$ cat config.mk
export PLATFORM = sky130hd
export DESIGN_NAME = serial_subtractor
export DESIGN_NICKNAME = d
export VERILOG_FILES = /design/src/rtl/serial_subtractor.sv
export SDC_FILE = /design/constraint.sdc
export NUM_CORES = 1
export LEC_CHECK = 0
export ABC_CLOCK_PERIOD_IN_PS = 1000
export CAP_MARGIN = 15
export CORE_MARGIN = 2
export CORE_UTILIZATION = 45
export DETAILED_ROUTE_END_ITERATION = 8
export PLACE_DENSITY = 0.74
export SLEW_MARGIN = 40
export SYNTH_ARGS = -nofsm -noshare
export SYNTH_HDL_FRONTEND = slang
export SYNTH_SLANG_ARGS = --single-unit
$ cat constraint.sdc
create_clock -name clk -period 1 [get_ports clk]
set_input_delay 0.2 -clock clk [delete_from_list [all_inputs] [get_ports clk]]
set_output_delay 0.2 -clock clk [all_outputs]
set_load 0.01 [all_outputs]
$ cat src/rtl/serial_subtractor.sv
// Bit-serial subtractor: computes a-b LSB first, one bit per clock, with an IDLE/RUN/DONE FSM.
// Optional signed-overflow flag enabled by defining SERIAL_SUB_OVF_EN; otherwise ovf is tied to 0.
module serial_subtractor #(
  parameter int WIDTH = 8
) (
  input  logic             clk,
  input  logic             rst,
  input  logic             start,
  input  logic [WIDTH-1:0] a,
  input  logic [WIDTH-1:0] b,
  output logic             busy,
  output logic             done,
  output logic [WIDTH-1:0] diff,
  output logic             borrow_out,
  output logic             ovf
);

  localparam int CW = $clog2(WIDTH) + 1;

  typedef enum logic [1:0] {
    S_IDLE,
    S_RUN,
    S_DONE
  } state_t;

  state_t           state_q;
  logic [WIDTH-1:0] a_q, b_q, diff_q;
  logic [CW-1:0]    cnt_q;
  logic             br_q, busy_q, done_q, borrow_q;
  logic             bit_d, br_d, last_bit;

  // After WIDTH-1 right shifts, bit 0 of each operand register holds its sign bit.
  always_comb begin
    bit_d    = a_q[0] ^ b_q[0] ^ br_q;
    br_d     = (~a_q[0] & b_q[0]) | (~(a_q[0] ^ b_q[0]) & br_q);
    last_bit = (cnt_q == CW'(WIDTH - 1));
  end

`ifdef SERIAL_SUB_OVF_EN
  logic ovf_q;
`endif

  always_ff @(posedge clk) begin
    if (rst) begin
      state_q  <= S_IDLE;
      a_q      <= '0;
      b_q      <= '0;
      diff_q   <= '0;
      cnt_q    <= '0;
      br_q     <= 1'b0;
      busy_q   <= 1'b0;
      done_q   <= 1'b0;
      borrow_q <= 1'b0;
`ifdef SERIAL_SUB_OVF_EN
      ovf_q    <= 1'b0;
`endif
    end else begin
      case (state_q)
        S_IDLE: begin
          done_q <= 1'b0;
          if (start) begin
            a_q     <= a;
            b_q     <= b;
            br_q    <= 1'b0;
            cnt_q   <= '0;
            busy_q  <= 1'b1;
            state_q <= S_RUN;
          end
        end
        S_RUN: begin
          a_q    <= a_q >> 1;
          b_q    <= b_q >> 1;
          diff_q <= {bit_d, diff_q[WIDTH-1:1]};
          br_q   <= br_d;
          cnt_q  <= cnt_q + CW'(1);
          if (last_bit) begin
            busy_q   <= 1'b0;
            done_q   <= 1'b1;
            borrow_q <= br_d;
`ifdef SERIAL_SUB_OVF_EN
            ovf_q    <= (a_q[0] != b_q[0]) && (bit_d != a_q[0]);
`endif
            state_q  <= S_DONE;
          end
        end
        S_DONE: begin
          done_q  <= 1'b0;
          state_q <= S_IDLE;
        end
        default: begin
          busy_q  <= 1'b0;
          done_q  <= 1'b0;
          state_q <= S_IDLE;
        end
      endcase
    end
  end

  assign busy       = busy_q;
  assign done       = done_q;
  assign diff       = diff_q;
  assign borrow_out = borrow_q;
`ifdef SERIAL_SUB_OVF_EN
  assign ovf        = ovf_q;
`else
  assign ovf        = 1'b0;
`endif

endmodule

==> impl_metrics.xml <==
<?xml version="1.0" encoding="UTF-8"?>
<metrics>
  <group name="die">
    <metric name="dieHeight" unit="um">62.4</metric>
    <metric name="core_area" unit="sq mm">0.00331</metric>
    <metric name="ios" unit="">31</metric>
    <metric name="die_area" unit="sq mm">0.00389</metric>
    <metric name="rows" unit="">21</metric>
    <metric name="start_util" unit="%">46.3</metric>
    <metric name="die_x" unit="um">62.4</metric>
  </group>
  <group name="power_and_ir_drop">
    <metric name="worst_ir_drop_on_vdd" unit="V">0.00127</metric>
    <metric name="power-per-cell-area" unit="mW/mm^2">1370</metric>
    <metric name="p_clk_share" unit="%">38.5</metric>
    <metric name="power.combinational.fraction" unit="%">17.6</metric>
    <metric name="power.share.sequential" unit="%">43.8</metric>
    <metric name="p_sw_share" unit="%">23.7</metric>
    <metric name="switching_power" unit="mW">0.812</metric>
    <metric name="power_report.internal_total" unit="mW">2.61</metric>
    <metric name="leakage" unit="nW">0.964</metric>
  </group>
  <group name="critical_path">
    <metric name="critPathLaunchType" unit="">flop</metric>
    <metric name="worstSetupPathType" unit="">flop to flop</metric>
    <metric name="worst_ep_arrival_time" unit="ns">1.41</metric>
    <metric name="cp_max_fo" unit="">2</metric>
    <metric name="crit_required" unit="ns">1.28</metric>
    <metric name="startpoint" unit="">a_q[0]$_SDFFE_PP0P_</metric>
    <metric name="rr_startpoint" unit="">a_q[0]$_SDFFE_PP0P_</metric>
    <metric name="critical_path.endpoint_type" unit="">flop</metric>
  </group>
  <group name="sta">
    <metric name="grt_setup_unrepaired" unit="">true</metric>
    <metric name="finalWorstPathRequiredPeriod" unit="ns">1.13</metric>
    <metric name="finClkSkew" unit="ns">0.0138</metric>
    <metric name="max_freq" unit="MHz">888</metric>
    <metric name="final_setup_tns" unit="ns">-2.34</metric>
    <metric name="finalSetupViolCount" unit="">34</metric>
    <metric name="final_min_period_over_clock_period" unit="%">113</metric>
    <metric name="timing_hold_violations_final" unit="">0</metric>
    <metric name="slew_violations" unit="">0</metric>
    <metric name="fin_ws" unit="ns">-0.126</metric>
  </group>
  <group name="finish">
    <metric name="filler_cell_count" unit="">237</metric>
    <metric name="area.sequential" unit="sq um">708</metric>
    <metric name="final_util" unit="%">75.7</metric>
    <metric name="multiInputGateArea" unit="sq um">897</metric>
    <metric name="layout-drive-gt1-share" unit="%">52.5</metric>
    <metric name="nNetsFinal" unit="">258</metric>
    <metric name="final_cells" unit="">284</metric>
    <metric name="n_antenna_cell" unit="">0</metric>
    <metric name="fin_area" unit="sq mm">0.00251</metric>
    <metric name="areaGrowthSynthToFinish" unit="%">63.5</metric>
  </group>
  <group name="clock_tree">
    <metric name="cts.root.buffer_cell" unit="">clkbuf_4</metric>
    <metric name="cts_sinks" unit="">34</metric>
    <metric name="numCtsBuffers" unit="">5</metric>
    <metric name="cts_tree" unit="">done</metric>
    <metric name="clkTransAtPathRegs" unit="ns">0.11</metric>
    <metric name="clock_insertion_delay_worst_skew" unit="ns">0.34</metric>
    <metric name="post_cts_hold_buffer_count" unit="">0</metric>
    <metric name="htree_levels" unit="">2</metric>
    <metric name="cts.path.max_buffers" unit="">2</metric>
  </group>
  <group name="job">
    <metric name="maxCapViolations" unit="">0</metric>
  </group>
  <group name="synthesis">
    <metric name="synth.ff_latch_count" unit="">34</metric>
    <metric name="ys_warn_count" unit="">0</metric>
    <metric name="synth.yosys.seq_area_share" unit="%">44.4</metric>
    <metric name="postSynthNetCount" unit="">191</metric>
    <metric name="ys_async_sr_fraction" unit="%">0</metric>
    <metric name="netlist_instances" unit="">170</metric>
    <metric name="synth_enable_flop_cells" unit="">0</metric>
    <metric name="mappedNetlistArea" unit="sq mm">0.00153</metric>
    <metric name="top_reg_cell_synth" unit="">dfxtp_1</metric>
    <metric name="syn-mean-instance-area" unit="sq um">9.02</metric>
    <metric name="synthDistinctLibCells" unit="">38</metric>
  </group>
  <group name="global_route">
    <metric name="global_route_wire_length_before_repair" unit="um">7110</metric>
    <metric name="pin_count_of_the_biggest_net_entering_global_routing" unit="">17</metric>
    <metric name="antenna_found_initial" unit="">0</metric>
    <metric name="grt_remaining_overflow" unit="">0</metric>
    <metric name="groute.usage.overall" unit="%">23.0</metric>
    <metric name="grt_pass1_vias" unit="">1557</metric>
  </group>
  <group name="place">
    <metric name="dp_hpwl" unit="um">2690</metric>
    <metric name="placed_cell_area" unit="sq mm">0.00218</metric>
    <metric name="port_buffers" unit="">29</metric>
    <metric name="gp_congestion" unit="">0.826</metric>
    <metric name="post-place-cells" unit="">263</metric>
  </group>
  <group name="detailed_routing">
    <metric name="post-route-drc-count" unit="">0</metric>
    <metric name="first_pass_iters" unit="">4</metric>
    <metric name="via_per_inst" unit="">5.24</metric>
    <metric name="number_of_drc_violations_after_detailed_routing_iteration_0" unit="">126</metric>
    <metric name="post_drt_wl_per_cell" unit="um">14.3</metric>
    <metric name="ant_nets" unit="">0</metric>
    <metric name="wirelength" unit="um">4070</metric>
    <metric name="dr_total_vias" unit="">1488</metric>
  </group>
  <group name="outcome">
    <metric name="outcome" unit="">finished, violations left</metric>
    <metric name="violated_checks" unit="">negative setup slack</metric>
  </group>
  <group name="hold_path">
    <metric name="hold_path_origin" unit="">b_q[7]$_SDFFE_PP0P_</metric>
    <metric name="worst_hold_path_type" unit="">flop to flop</metric>
  </group>
</metrics>
-- flip-flops by register name, indices dropped and copies added, names as in the netlist --
register    flops
a_q             8
b_q             8
diff            8
cnt_q           4
state_q         2
borrow_out      1
br_q            1
busy            1
done            1
-- logic make-up (layout without fill, tap and decap cells) --
logic type / after synthesis / in the layout / synth area share [%]
adders and majority gates: 2 / 2 / 2.12
DFF: 34 / 34 / 44.4
buffers and inverters: 19 / 86 / 7.26
AOI/OAI and AO/OA: 52 / 53 / 28.3
and+or+nand+nor: 62 / 62 / 17.6
other: 1 / 1 / 0.245
-- per-stage QoR --
stage / worst slack [ns] / hold WS, ns / power (mW)
after floorplan: -0.0758 / 0.372 / 1.85
after global placement: -0.416 / 0.446 / 2.07
after detailed placement: -0.458 / 0.453 / 2.09
after CTS: -0.119 / 0.432 / 3.46
after global routing: -0.180 / 0.477 / 3.57
final: -0.126 / 0.480 / 3.42
-- cell type report --
class	count	area share [%]
clock inverters	2	2.40
flip-flops and latches	34	28.3
inverters	5	0.999
clock buffers	6	2.05
well taps	46	2.30
multi-input cells	118	35.8
repair buffers	73	28.2
-- final timing paths --
kind,to,slack (ns),cells past startpoint
min reg2reg,b_q[7]$_SDFFE_PP0P_,0.48,2
min,b_q[7]$_SDFFE_PP0P_,0.48,2
max reg2reg,diff[7]$_SDFFE_PP0N_,-0.13,3
max,diff[7]$_SDFFE_PP0N_,-0.13,3
-- placed cells by master (no fill, tap or decap), drive strengths merged, types with 2 or more instances in the layout --
| cell type | Yosys | final |
|---|---|---|
| clkdlybuf4s50 | 0 | 17 |
| nand2b | 2 | 2 |
| clkbuf | 3 | 6 |
| o21ba | 1 | 2 |
| nor2 | 26 | 26 |
| nor3 | 2 | 2 |
| o2bb2ai | 8 | 8 |
| buf | 11 | 55 |
| nand2 | 25 | 25 |
| nand3 | 2 | 2 |
| a221oi | 2 | 2 |
| inv | 5 | 4 |
| o22ai | 7 | 7 |
| bufinv | 0 | 2 |
| a211oi | 15 | 15 |
| dfxtp | 34 | 34 |
| a21oi | 11 | 11 |
-- layer usage --
layer  share of wire [%]  vias to the layer above  global-route usage [%]
met1                  43                      715                    27.6
met4                0.88                        0                    7.50
met2                  52                       31                    40.1
met5                   0                        -                       0
li1                    -                      738                       -
met3                 4.4                        4                    6.34
-- power by group through the flow --
stage	clock network (mW)	logic, mW	registers [mW]
final	1.32	0.604	1.50
after detailed placement	0	0.559	1.53
after global routing	1.40	0.660	1.51
after global placement	0	0.546	1.53
after CTS	1.36	0.590	1.50
after floorplan	0	0.334	1.52
-- timing repair --
item,CTS,global route
pin swaps,3,0
cloned,1,0
setup endpoints to repair,44,45
resized for setup,81,10
buffers inserted,8,4
-- synthesized netlist by cell type (2+ instances only) --
cell	count	area share, %
a21oi_1	11	3.6
o2bb2ai_1	8	4.6
o22ai_1	7	2.9
buf_4	3	1.5
clkbuf_2	2	0.65
nand3_1	2	0.65
buf_1	2	0.49
dfxtp_1	34	44
buf_6	3	2.2
nand2_1	25	6.1
nor3_1	2	0.65
inv_1	4	0.98
buf_2	3	0.98
a221oi_1	2	1.1
nor2_1	26	6.4
a211oi_1	5	2.4
a211oi_2	10	8.2
-- critical path, cell delays in order (launching register included) --
cell     delay, ns
dfxtp_2       0.36
fa_2          0.56
nand2_1       0.05
a21oi_1       0.11
(Power assumes the default switching activity.)
